File: src/rtl/spi_slave_if.sv
// Signal bundle between the SPI slave core, its SPI master pins and the local host.
// The slave modport is the core's view; the master modport is the driving side.
interface spi_slave_if #(
   parameter int DATA_W = 8
);
   logic              SS;
   logic              SCLK;
   logic              MOSI;
   logic              MISO;
   logic              INT;
   logic [DATA_W-1:0] tx_data;
   logic              tx_load;
   logic              tx_ready;
   logic              tx_underrun;
   logic [DATA_W-1:0] rx_data;
   logic              rx_valid;
   logic              busy;
   logic              irq_set;
   logic              irq_clr;

   modport slave (
      input  SS, SCLK, MOSI, tx_data, tx_load, irq_set, irq_clr,
      output MISO, INT, tx_ready, tx_underrun, rx_data, rx_valid, busy
   );

   modport master (
      output SS, SCLK, MOSI, tx_data, tx_load, irq_set, irq_clr,
      input  MISO, INT, tx_ready, tx_underrun, rx_data, rx_valid, busy
   );
endinterface

File: src/rtl/spi_slave.sv
// SPI mode-0 slave, MSB first, oversampled by clk_26 with synchronised SS/SCLK/MOSI,
// a one-deep TX holding register, a receive byte register and a sticky interrupt.
module spi_slave #(
   parameter int DATA_W = 8
) (
   input  logic        clk_26,
   input  logic        RESET,
   spi_slave_if.slave  bus
);

   localparam int CNT_W = $clog2(DATA_W);
   localparam logic [CNT_W-1:0] CNT_LAST = CNT_W'(DATA_W - 1);

   typedef enum logic [1:0] {
      S_SETTLE,
      S_WAIT_HIGH,
      S_IDLE,
      S_ACTIVE
   } state_e;

   logic [2:0] ss_q;
   logic [2:0] sclk_q;
   logic [1:0] mosi_q;
   logic       ss_s;
   logic       ss_fall;
   logic       ss_rise;
   logic       sclk_rise;
   logic       sclk_fall;
   logic       mosi_s;

   state_e     state_q, state_d;
   logic [1:0] settle_q, settle_d;
   logic       frame_start;
   logic       frame_end;
   logic       selected;

   logic [DATA_W-1:0] tx_q, tx_d;
   logic [DATA_W-1:0] hold_q, hold_d;
   logic              full_q, full_d;
   logic              udr_q, udr_d;
   logic [DATA_W-1:0] rx_shift_q, rx_shift_d;
   logic [DATA_W-1:0] rx_data_q, rx_data_d;
   logic              rxv_q, rxv_d;
   logic [CNT_W-1:0]  cnt_q, cnt_d;
   logic              done_q, done_d;
   logic              int_q, int_d;
   logic              load_req;

   // Synchroniser stage: two flops per input, a third on SS/SCLK for edge detection.
   always_ff @(posedge clk_26) begin
      if (RESET) begin
         ss_q   <= 3'b111;
         sclk_q <= 3'b000;
         mosi_q <= 2'b00;
      end else begin
         ss_q   <= {ss_q[1:0], bus.SS};
         sclk_q <= {sclk_q[1:0], bus.SCLK};
         mosi_q <= {mosi_q[0], bus.MOSI};
      end
   end

   assign ss_s      = ss_q[1];
   assign ss_fall   = ss_q[2] & ~ss_q[1];
   assign ss_rise   = ~ss_q[2] & ss_q[1];
   assign sclk_rise = sclk_q[1] & ~sclk_q[2];
   assign sclk_fall = ~sclk_q[1] & sclk_q[2];
   assign mosi_s    = mosi_q[1];

   // Frame FSM: state register.
   always_ff @(posedge clk_26) begin
      if (RESET) begin
         state_q  <= S_SETTLE;
         settle_q <= 2'd0;
      end else begin
         state_q  <= state_d;
         settle_q <= settle_d;
      end
   end

   // The reset synchroniser values would fake an SS fall if SS is already low, so the
   // FSM waits for the pipeline to flush and for SS to be seen high before arming.
   always_comb begin
      state_d  = state_q;
      settle_d = settle_q;
      case (state_q)
         S_SETTLE: begin
            settle_d = settle_q + 2'd1;
            if (settle_q == 2'd2) state_d = S_WAIT_HIGH;
         end
         S_WAIT_HIGH: if (ss_s)    state_d = S_IDLE;
         S_IDLE:      if (ss_fall) state_d = S_ACTIVE;
         S_ACTIVE:    if (ss_rise) state_d = S_IDLE;
         default:                  state_d = S_SETTLE;
      endcase
   end

   always_comb begin
      frame_start = (state_q == S_IDLE) && ss_fall;
      frame_end   = (state_q == S_ACTIVE) && ss_rise;
      selected    = (state_q == S_ACTIVE) && !ss_s;
   end

   // Shifter loads happen at frame start and on the first SCLK fall after a full byte.
   assign load_req = frame_start | (selected & sclk_fall & done_q);

   always_comb begin
      tx_d   = tx_q;
      hold_d = hold_q;
      full_d = full_q;
      udr_d  = 1'b0;
      if (load_req) begin
         if (full_q) begin
            tx_d   = hold_q;
            full_d = 1'b0;
         end else begin
            tx_d  = '1;
            udr_d = 1'b1;
            if (bus.tx_load) begin
               hold_d = bus.tx_data;
               full_d = 1'b1;
            end
         end
      end else begin
         if (selected && sclk_fall) tx_d = {tx_q[DATA_W-2:0], 1'b1};
         if (bus.tx_load && !full_q) begin
            hold_d = bus.tx_data;
            full_d = 1'b1;
         end
      end
   end

   always_comb begin
      rx_shift_d = rx_shift_q;
      rx_data_d  = rx_data_q;
      rxv_d      = 1'b0;
      cnt_d      = cnt_q;
      done_d     = done_q;
      if (selected && sclk_fall && done_q) done_d = 1'b0;
      if (frame_start) begin
         cnt_d      = '0;
         rx_shift_d = '0;
         done_d     = 1'b0;
      end else if (frame_end) begin
         cnt_d  = '0;
         done_d = 1'b0;
      end else if (selected && sclk_rise) begin
         rx_shift_d = {rx_shift_q[DATA_W-2:0], mosi_s};
         cnt_d      = cnt_q + CNT_W'(1);
         if (cnt_q == CNT_LAST) begin
            rx_data_d = {rx_shift_q[DATA_W-2:0], mosi_s};
            rxv_d     = 1'b1;
            done_d    = 1'b1;
         end
      end
   end

   // irq_set has priority over irq_clr.
   always_comb begin
      int_d = int_q;
      if (bus.irq_set)      int_d = 1'b1;
      else if (bus.irq_clr) int_d = 1'b0;
   end

   always_ff @(posedge clk_26) begin
      if (RESET) begin
         tx_q       <= '1;
         full_q     <= 1'b0;
         udr_q      <= 1'b0;
         rx_shift_q <= '0;
         rx_data_q  <= '0;
         rxv_q      <= 1'b0;
         cnt_q      <= '0;
         done_q     <= 1'b0;
         int_q      <= 1'b0;
      end else begin
         tx_q       <= tx_d;
         full_q     <= full_d;
         udr_q      <= udr_d;
         rx_shift_q <= rx_shift_d;
         rx_data_q  <= rx_data_d;
         rxv_q      <= rxv_d;
         cnt_q      <= cnt_d;
         done_q     <= done_d;
         int_q      <= int_d;
      end
   end

   // Holding data is only meaningful while full_q is set, so it carries no reset.
   always_ff @(posedge clk_26) begin
      hold_q <= hold_d;
   end

   assign bus.MISO        = ss_s ? 1'b1 : tx_q[DATA_W-1];
   assign bus.INT         = int_q;
   assign bus.tx_ready    = ~full_q;
   assign bus.tx_underrun = udr_q;
   assign bus.rx_data     = rx_data_q;
   assign bus.rx_valid    = rxv_q;
   assign bus.busy        = ~ss_s;

endmodule

File: src/flat_wrapper.sv
// flat-port wrapper written by rule: the top's interface ports become plain ports
module spi_slave_flat 
#(
   parameter int DATA_W = 8
)
  (clk_26, RESET, bus_SS, bus_SCLK, bus_MOSI, bus_tx_data, bus_tx_load, bus_irq_set, bus_irq_clr, bus_MISO, bus_INT, bus_tx_ready, bus_tx_underrun, bus_rx_data, bus_rx_valid, bus_busy);
  spi_slave_if #(.DATA_W(DATA_W)) bus_i ();
  input  logic clk_26;
  input  logic RESET;
  input wire logic [$bits(bus_i.SS)-1:0] bus_SS;
  input wire logic [$bits(bus_i.SCLK)-1:0] bus_SCLK;
  input wire logic [$bits(bus_i.MOSI)-1:0] bus_MOSI;
  input wire logic [$bits(bus_i.tx_data)-1:0] bus_tx_data;
  input wire logic [$bits(bus_i.tx_load)-1:0] bus_tx_load;
  input wire logic [$bits(bus_i.irq_set)-1:0] bus_irq_set;
  input wire logic [$bits(bus_i.irq_clr)-1:0] bus_irq_clr;
  output wire logic [$bits(bus_i.MISO)-1:0] bus_MISO;
  output wire logic [$bits(bus_i.INT)-1:0] bus_INT;
  output wire logic [$bits(bus_i.tx_ready)-1:0] bus_tx_ready;
  output wire logic [$bits(bus_i.tx_underrun)-1:0] bus_tx_underrun;
  output wire logic [$bits(bus_i.rx_data)-1:0] bus_rx_data;
  output wire logic [$bits(bus_i.rx_valid)-1:0] bus_rx_valid;
  output wire logic [$bits(bus_i.busy)-1:0] bus_busy;
  assign bus_i.SS = bus_SS;
  assign bus_i.SCLK = bus_SCLK;
  assign bus_i.MOSI = bus_MOSI;
  assign bus_i.tx_data = bus_tx_data;
  assign bus_i.tx_load = bus_tx_load;
  assign bus_i.irq_set = bus_irq_set;
  assign bus_i.irq_clr = bus_irq_clr;
  assign bus_MISO = bus_i.MISO;
  assign bus_INT = bus_i.INT;
  assign bus_tx_ready = bus_i.tx_ready;
  assign bus_tx_underrun = bus_i.tx_underrun;
  assign bus_rx_data = bus_i.rx_data;
  assign bus_rx_valid = bus_i.rx_valid;
  assign bus_busy = bus_i.busy;
  spi_slave #(.DATA_W(DATA_W)) u_core (.clk_26(clk_26), .RESET(RESET), .bus(bus_i));
endmodule
File: config.mk
export PLATFORM = sky130hd
export DESIGN_NAME = spi_slave_flat
export DESIGN_NICKNAME = d
export VERILOG_FILES = /design/src/rtl/spi_slave_if.sv /design/src/rtl/spi_slave.sv /design/src/flat_wrapper.sv
export SDC_FILE = /design/constraint.sdc
export NUM_CORES = 1
export LEC_CHECK = 0
export ABC_AREA = 1
export CORE_ASPECT_RATIO = 1.4
export CORE_MARGIN = 3
export CORE_UTILIZATION = 57
export DETAILED_ROUTE_END_ITERATION = 8
export PLACE_DENSITY = 0.94
export SKIP_LAST_GASP = 1
export SLEW_MARGIN = 20
export SYNTH_ARGS = -nofsm -noshare
export SYNTH_HDL_FRONTEND = slang
export SYNTH_SLANG_ARGS = --single-unit
File: constraint.sdc
create_clock -name clk_26 -period 2.4 [get_ports clk_26]
set_input_delay 0.48 -clock clk_26 [delete_from_list [all_inputs] [get_ports clk_26]]
set_output_delay 0.48 -clock clk_26 [all_outputs]
set_load 0.01 [all_outputs]
Word-level counts from Yosys, hierarchy flattened
Cells that the tools add are included.
{"block": "totals", "out_inout_bits": 14, "input_bits": 16, "ff_bits": 51}
{"block": "classes", "n_bitwise": 16, "eq_ne": 11, "n_mux": 24, "reduce_logical": 21, "addsub": 2}
{"cell": "$mux 8", "n": 7}
{"cell": "$mux 1", "n": 12}
{"cell": "$not 1->1", "n": 9}
{"cell": "$mux 2", "n": 4}
{"cell": "$ne 2x1->1 const B", "n": 4}
{"cell": "$pmux 2 s4", "n": 1}
{"cell": "$reduce_and 4->1", "n": 2}
{"cell": "$logic_and 1x1->1", "n": 7}
{"cell": "$and 1x1->1", "n": 6}
{"cell": "$eq 2x2->1 const B", "n": 3}
{"cell": "$reduce_bool 2->1", "n": 3}
{"cell": "$ne 2x2->1 const B", "n": 2}
{"cell": "$reduce_or 2->1", "n": 2}
{"cell": "$reduce_or 4->1", "n": 1}
{"cell": "$add 3x1->3 const B", "n": 1}
{"cell": "$eq 3x3->1 const B", "n": 1}
{"cell": "$reduce_and 3->1", "n": 1}
{"cell": "$reduce_or 3->1", "n": 1}
{"cell": "$add 2x1->2 const B", "n": 1}
{"cell": "$eq 2x1->1 const B", "n": 1}
{"cell": "$logic_not 1->1", "n": 2}
{"cell": "$logic_not 2->1", "n": 1}
{"cell": "$reduce_and 2->1", "n": 1}
{"cell": "$or 1x1->1", "n": 1}

Logic depth before layout (Yosys ltp)
{"block": "logic_depth", "ltp_word": 7, "ltp_mapped": 8, "ltp_nobuf": 8}

Worst setup path before layout
OpenSTA, ideal clock, no wires.
{"block": "synth_timing", "kind": "reg2reg", "start": "register u_core.full_q", "end": "register u_core.hold_q[0], enable pin", "arrival_ns": 0.909, "setup_slack_ns": 1.167, "stages_incl_launch_ff": 5, "setup_time_ns": 0.324, "required_time_ns": 2.076, "path_cell_list": "dfxtp_1 inv_1 clkbuf_1 nand2_1 inv_1"}
{"block": "synth_via", "elab_chain_len": 4}
{"item": "from (decl)", "line_no": "spi_slave.sv:39", "source": "logic full_q, full_d;"}
{"item": "from (signal assigned)", "line_no": "spi_slave.sv:177", "source": "full_q <= full_d;"}
{"item": "$logic_not 1->1", "line_no": "spi_slave.sv:125", "source": "if (bus.tx_load && !full_q) begin"}
{"item": "$logic_and 1x1->1", "line_no": "spi_slave.sv:125"}
{"item": "$reduce_bool 2->1 (no source line)"}
{"item": "$reduce_and 3->1 (no source line) (*)"}
{"item": "to (signal assigned)", "line_no": "spi_slave.sv:190", "source": "hold_q <= hold_d;"}
{"item": "to (decl)", "line_no": "spi_slave.sv:38", "source": "logic [DATA_W-1:0] hold_q, hold_d;"}
Every way passes the cells marked *; elsewhere a longest branch is shown, timed or not.
A chain may end at the register's enable or synchronous reset.

Worst setup path in the final report
{"block": "layout_timing", "start": "register u_core.ss_q[1]", "end": "output bus_MISO"}
{"block": "layout_via", "elab_chain_len": 1}
{"item": "from (decl)", "line_no": "spi_slave.sv:21", "source": "logic [2:0] ss_q;"}
{"item": "from (signal assigned)", "line_no": "spi_slave.sv:56", "source": "ss_q <= {ss_q[1:0], bus.SS};"}
{"item": "$mux 1", "line_no": "spi_slave.sv:193", "source": "assign bus.MISO = ss_s ? 1'b1 : tx_q[DATA_W-1];"}
{"item": "to (decl)", "line_no": "flat_wrapper.sv:17", "source": "output wire logic [$bits(bus_i.MISO)-1:0] bus_MISO;"}
No other way between the ends.

==> flow_metrics.env <==
export IMPL_cp_data_required_time_ns=1.92
export IMPL_cts_buffers=5
export IMPL_initialDrtViolationCount=65
export IMPL_final_layout_size_suffix_gt1_share_pct=10.0
export IMPL_place_congestion=0.799
export IMPL_cpMaxStageDelayCell="clkdlybuf4s50_1"
export IMPL_fin_tns_setup_ns=0
export IMPL_start_util_pct=59.7
export IMPL_holdBufCountCts=0
export IMPL_end_kind="primary output"
export IMPL_instances_no_fill=320
export IMPL_drt_pass1_iter_count=4
export IMPL_synthTopCellsByArea="dfxtp_1 (42%), nand2_1 (13%), edfxtp_1 (12%), nand3_1 (5.9%), a21oi_1 (5.4%)"
export IMPL_fin_crit_sh_pct=80.2
export IMPL_die_h_um=76.7
export IMPL_post_place_cells=312
export IMPL_synthToLayoutAreaGrowth_pct=20.3
export IMPL_fmax_mhz=519
export IMPL_cts_max_path_buffers=2
export IMPL_syn_nets=269
export IMPL_viasPerCell=5.25
export IMPL_post_cts_buffers=0
export IMPL_clkTransAtPathRegs_ns=0.09
export IMPL_die_w_um=56.5
export IMPL_criticalPathCategory="flip-flop to primary output"
export IMPL_hp_class="flip-flop to flip-flop"
export IMPL_grt_pass1_wl_mm=6.76
export IMPL_critPathLaunchType="flip-flop"
export IMPL_rows=25
export IMPL_power_density_nw_per_um2=714
export IMPL_post_route_drc_count=0
export IMPL_rsz0062_at_grt="false"
export IMPL_gr_total_overflow=0
export IMPL_finalMaxSlewViolations=0
export IMPL_status="finished clean"
export IMPL_dieArea_um2=4340
export IMPL_cts_resized_gates=0
export IMPL_io_pins=30
export IMPL_grt_pass1_vias=1593
export IMPL_cts_tree="yes"
export IMPL_antenna_found_initial=0
export IMPL_synth_cells=250
export IMPL_io_buffers=29
export IMPL_leakagePower_nw=1.06
export IMPL_cp_cell_sequence="or2_2, clkdlybuf4s50_1"
export IMPL_yosysWarningCount=0
export IMPL_layout_nets=298
export IMPL_synth_area_um2=2040
export IMPL_fin_crit_ns=1.93
export IMPL_ant_nets=0
export IMPL_cts_sinks=51
export IMPL_n_antenna_cell=0
export IMPL_worstMarginPinSlew_ns=0.399
export IMPL_vias=1679
export IMPL_layout_common_cells="nand2_1 (73), dfxtp_1 (43), clkdlybuf4s50_1 (29)"
export IMPL_drt_wl_total_mm=3.91
export IMPL_htree_levels=2
export IMPL_core_area_um2=3410
export IMPL_wl_per_cell_um=12.2
export IMPL_maxCapViolCount=0
export IMPL_slowest_delay_ns=0.47
export IMPL_grt_start_max_net_pins=22
export IMPL_hold_slack_ns=0.409
export IMPL_ys_ff_latch=51
export IMPL_clk_latency_ns=0.30
export IMPL_vdd_ir_drop_max_uv=776
export IMPL_setup_violations=0
export IMPL_arrival_ns=1.45
export IMPL_cts_root_buf="clkbuf_8"
export IMPL_avgSynthCellArea_um2=8.15
export IMPL_synthDominantCellAreaShare_pct=42.3
export IMPL_synth_cell_types=24
export IMPL_slew_headroom_pct=73.4
export IMPL_mostFrequentLayoutCell="nand2_1"
export IMPL_hold_viol=0
export IMPL_yosysTopAreaCell="dfxtp_1"
export IMPL_globalRouteTotalUtil_pct=19.7
export IMPL_dpl_hpwl_mm=2.80
export IMPL_fin_util_pct=71.9
export IMPL_crit_fanout=6
export IMPL_skew_ns=0.00656
export IMPL_yosysSeqAreaShare_pct=54.1
-- area by class of cell --
cell class	instances	area (µm²)
Sequential cell	51	1100
Tap cell	40	50.0
Inverter	25	98.8
Multi-Input combinational cell	165	787
Timing Repair Buffer	31	305
Clock buffer	5	68.8
Clock inverter	3	38.8
Fill cell	261	960
-- metal layers --
metal | up-vias | share of wire (%) | GRT usage, %
li1 | 848 | - | -
met1 | 787 | 40 | 21.2
met2 | 36 | 54 | 35.2
met3 | 8 | 4.1 | 5.05
met4 | 0 | 2.0 | 8.55
met5 | - | 0 | 0
-- cell usage after synthesis --
library cell,n
dfxtp_1,43
edfxtp_1,8
inv_1,24
inv_6,1
nor2_1,16
a211oi_1,1
nand2_2,3
o21ai_0,4
nand4_1,1
nor3_1,1
nand3_1,24
buf_2,4
ha_1,3
nand2_1,73
buf_8,1
clkbuf_1,4
nand3b_1,1
nand2_4,1
or2_0,1
a21oi_2,1
a21oi_1,22
nor2_4,1
nand3_2,2
or2_2,10
-- kinds of logic (layout without fill, tap and decap cells) --
kind of cell | Yosys count | in the layout | share of synthesized area (%)
simple gates | 134 | 134 | 29.6
fa+ha+maj | 3 | 3 | 1.84
compound gates | 28 | 28 | 7.19
flops | 51 | 51 | 54.1
buf+inv | 34 | 64 | 7.31
-- stage by stage --
| step | power (mW) | area (µm²) | worst slack (ns) |
|---|---|---|---|
| floorplan | 1.12 | 2040 | 1.17 |
| global placement | 1.18 | 2340 | 0.719 |
| detailed placement | 1.19 | 2340 | 0.690 |
| CTS | 1.76 | 2450 | 0.469 |
| global route | 1.83 | 2450 | 0.433 |
| finish | 1.75 | 2450 | 0.475 |
-- worst paths after layout --
check | endpoint | cells past startpoint | startpoint | slack (ns)
worst min register to register | u_core.sclk_q[1] | 2 | u_core.sclk_q[0] | 0.41
worst max register to register | u_core.tx_q[0] | 8 | u_core.state_q[1] | 0.87
worst min-delay path | u_core.sclk_q[1] | 2 | u_core.sclk_q[0] | 0.41
worst max-delay path | bus_MISO | 2 | u_core.ss_q[1] | 0.47
-- state kept, by name, summed over array words and instances, names as in the netlist --
register and count:
u_core.bus.rx_data 8, u_core.hold_q 8, u_core.tx_q 8, u_core.rx_shift_q 7, u_core.cnt_q 3, u_core.sclk_q 3, u_core.ss_q 3, u_core.mosi_q 2
u_core.settle_q 2, u_core.state_q 2, u_core.bus.INT 1, u_core.bus.rx_valid 1, u_core.bus.tx_underrun 1, u_core.done_q 1, u_core.full_q 1
-- power by group --
group          switching, mW  internal, mW
sequential            0.0399         0.922
combinational          0.120        0.0918
clock                  0.271         0.305
-- worst max-delay path: cells and delay by family, from the launching register on --
family,cells,cell delay [ns]
AND/OR/NAND/NOR,1,0.29
buffers and inverters,1,0.47
flip-flops,1,0.38
Power figures use the tool's default switching activity.
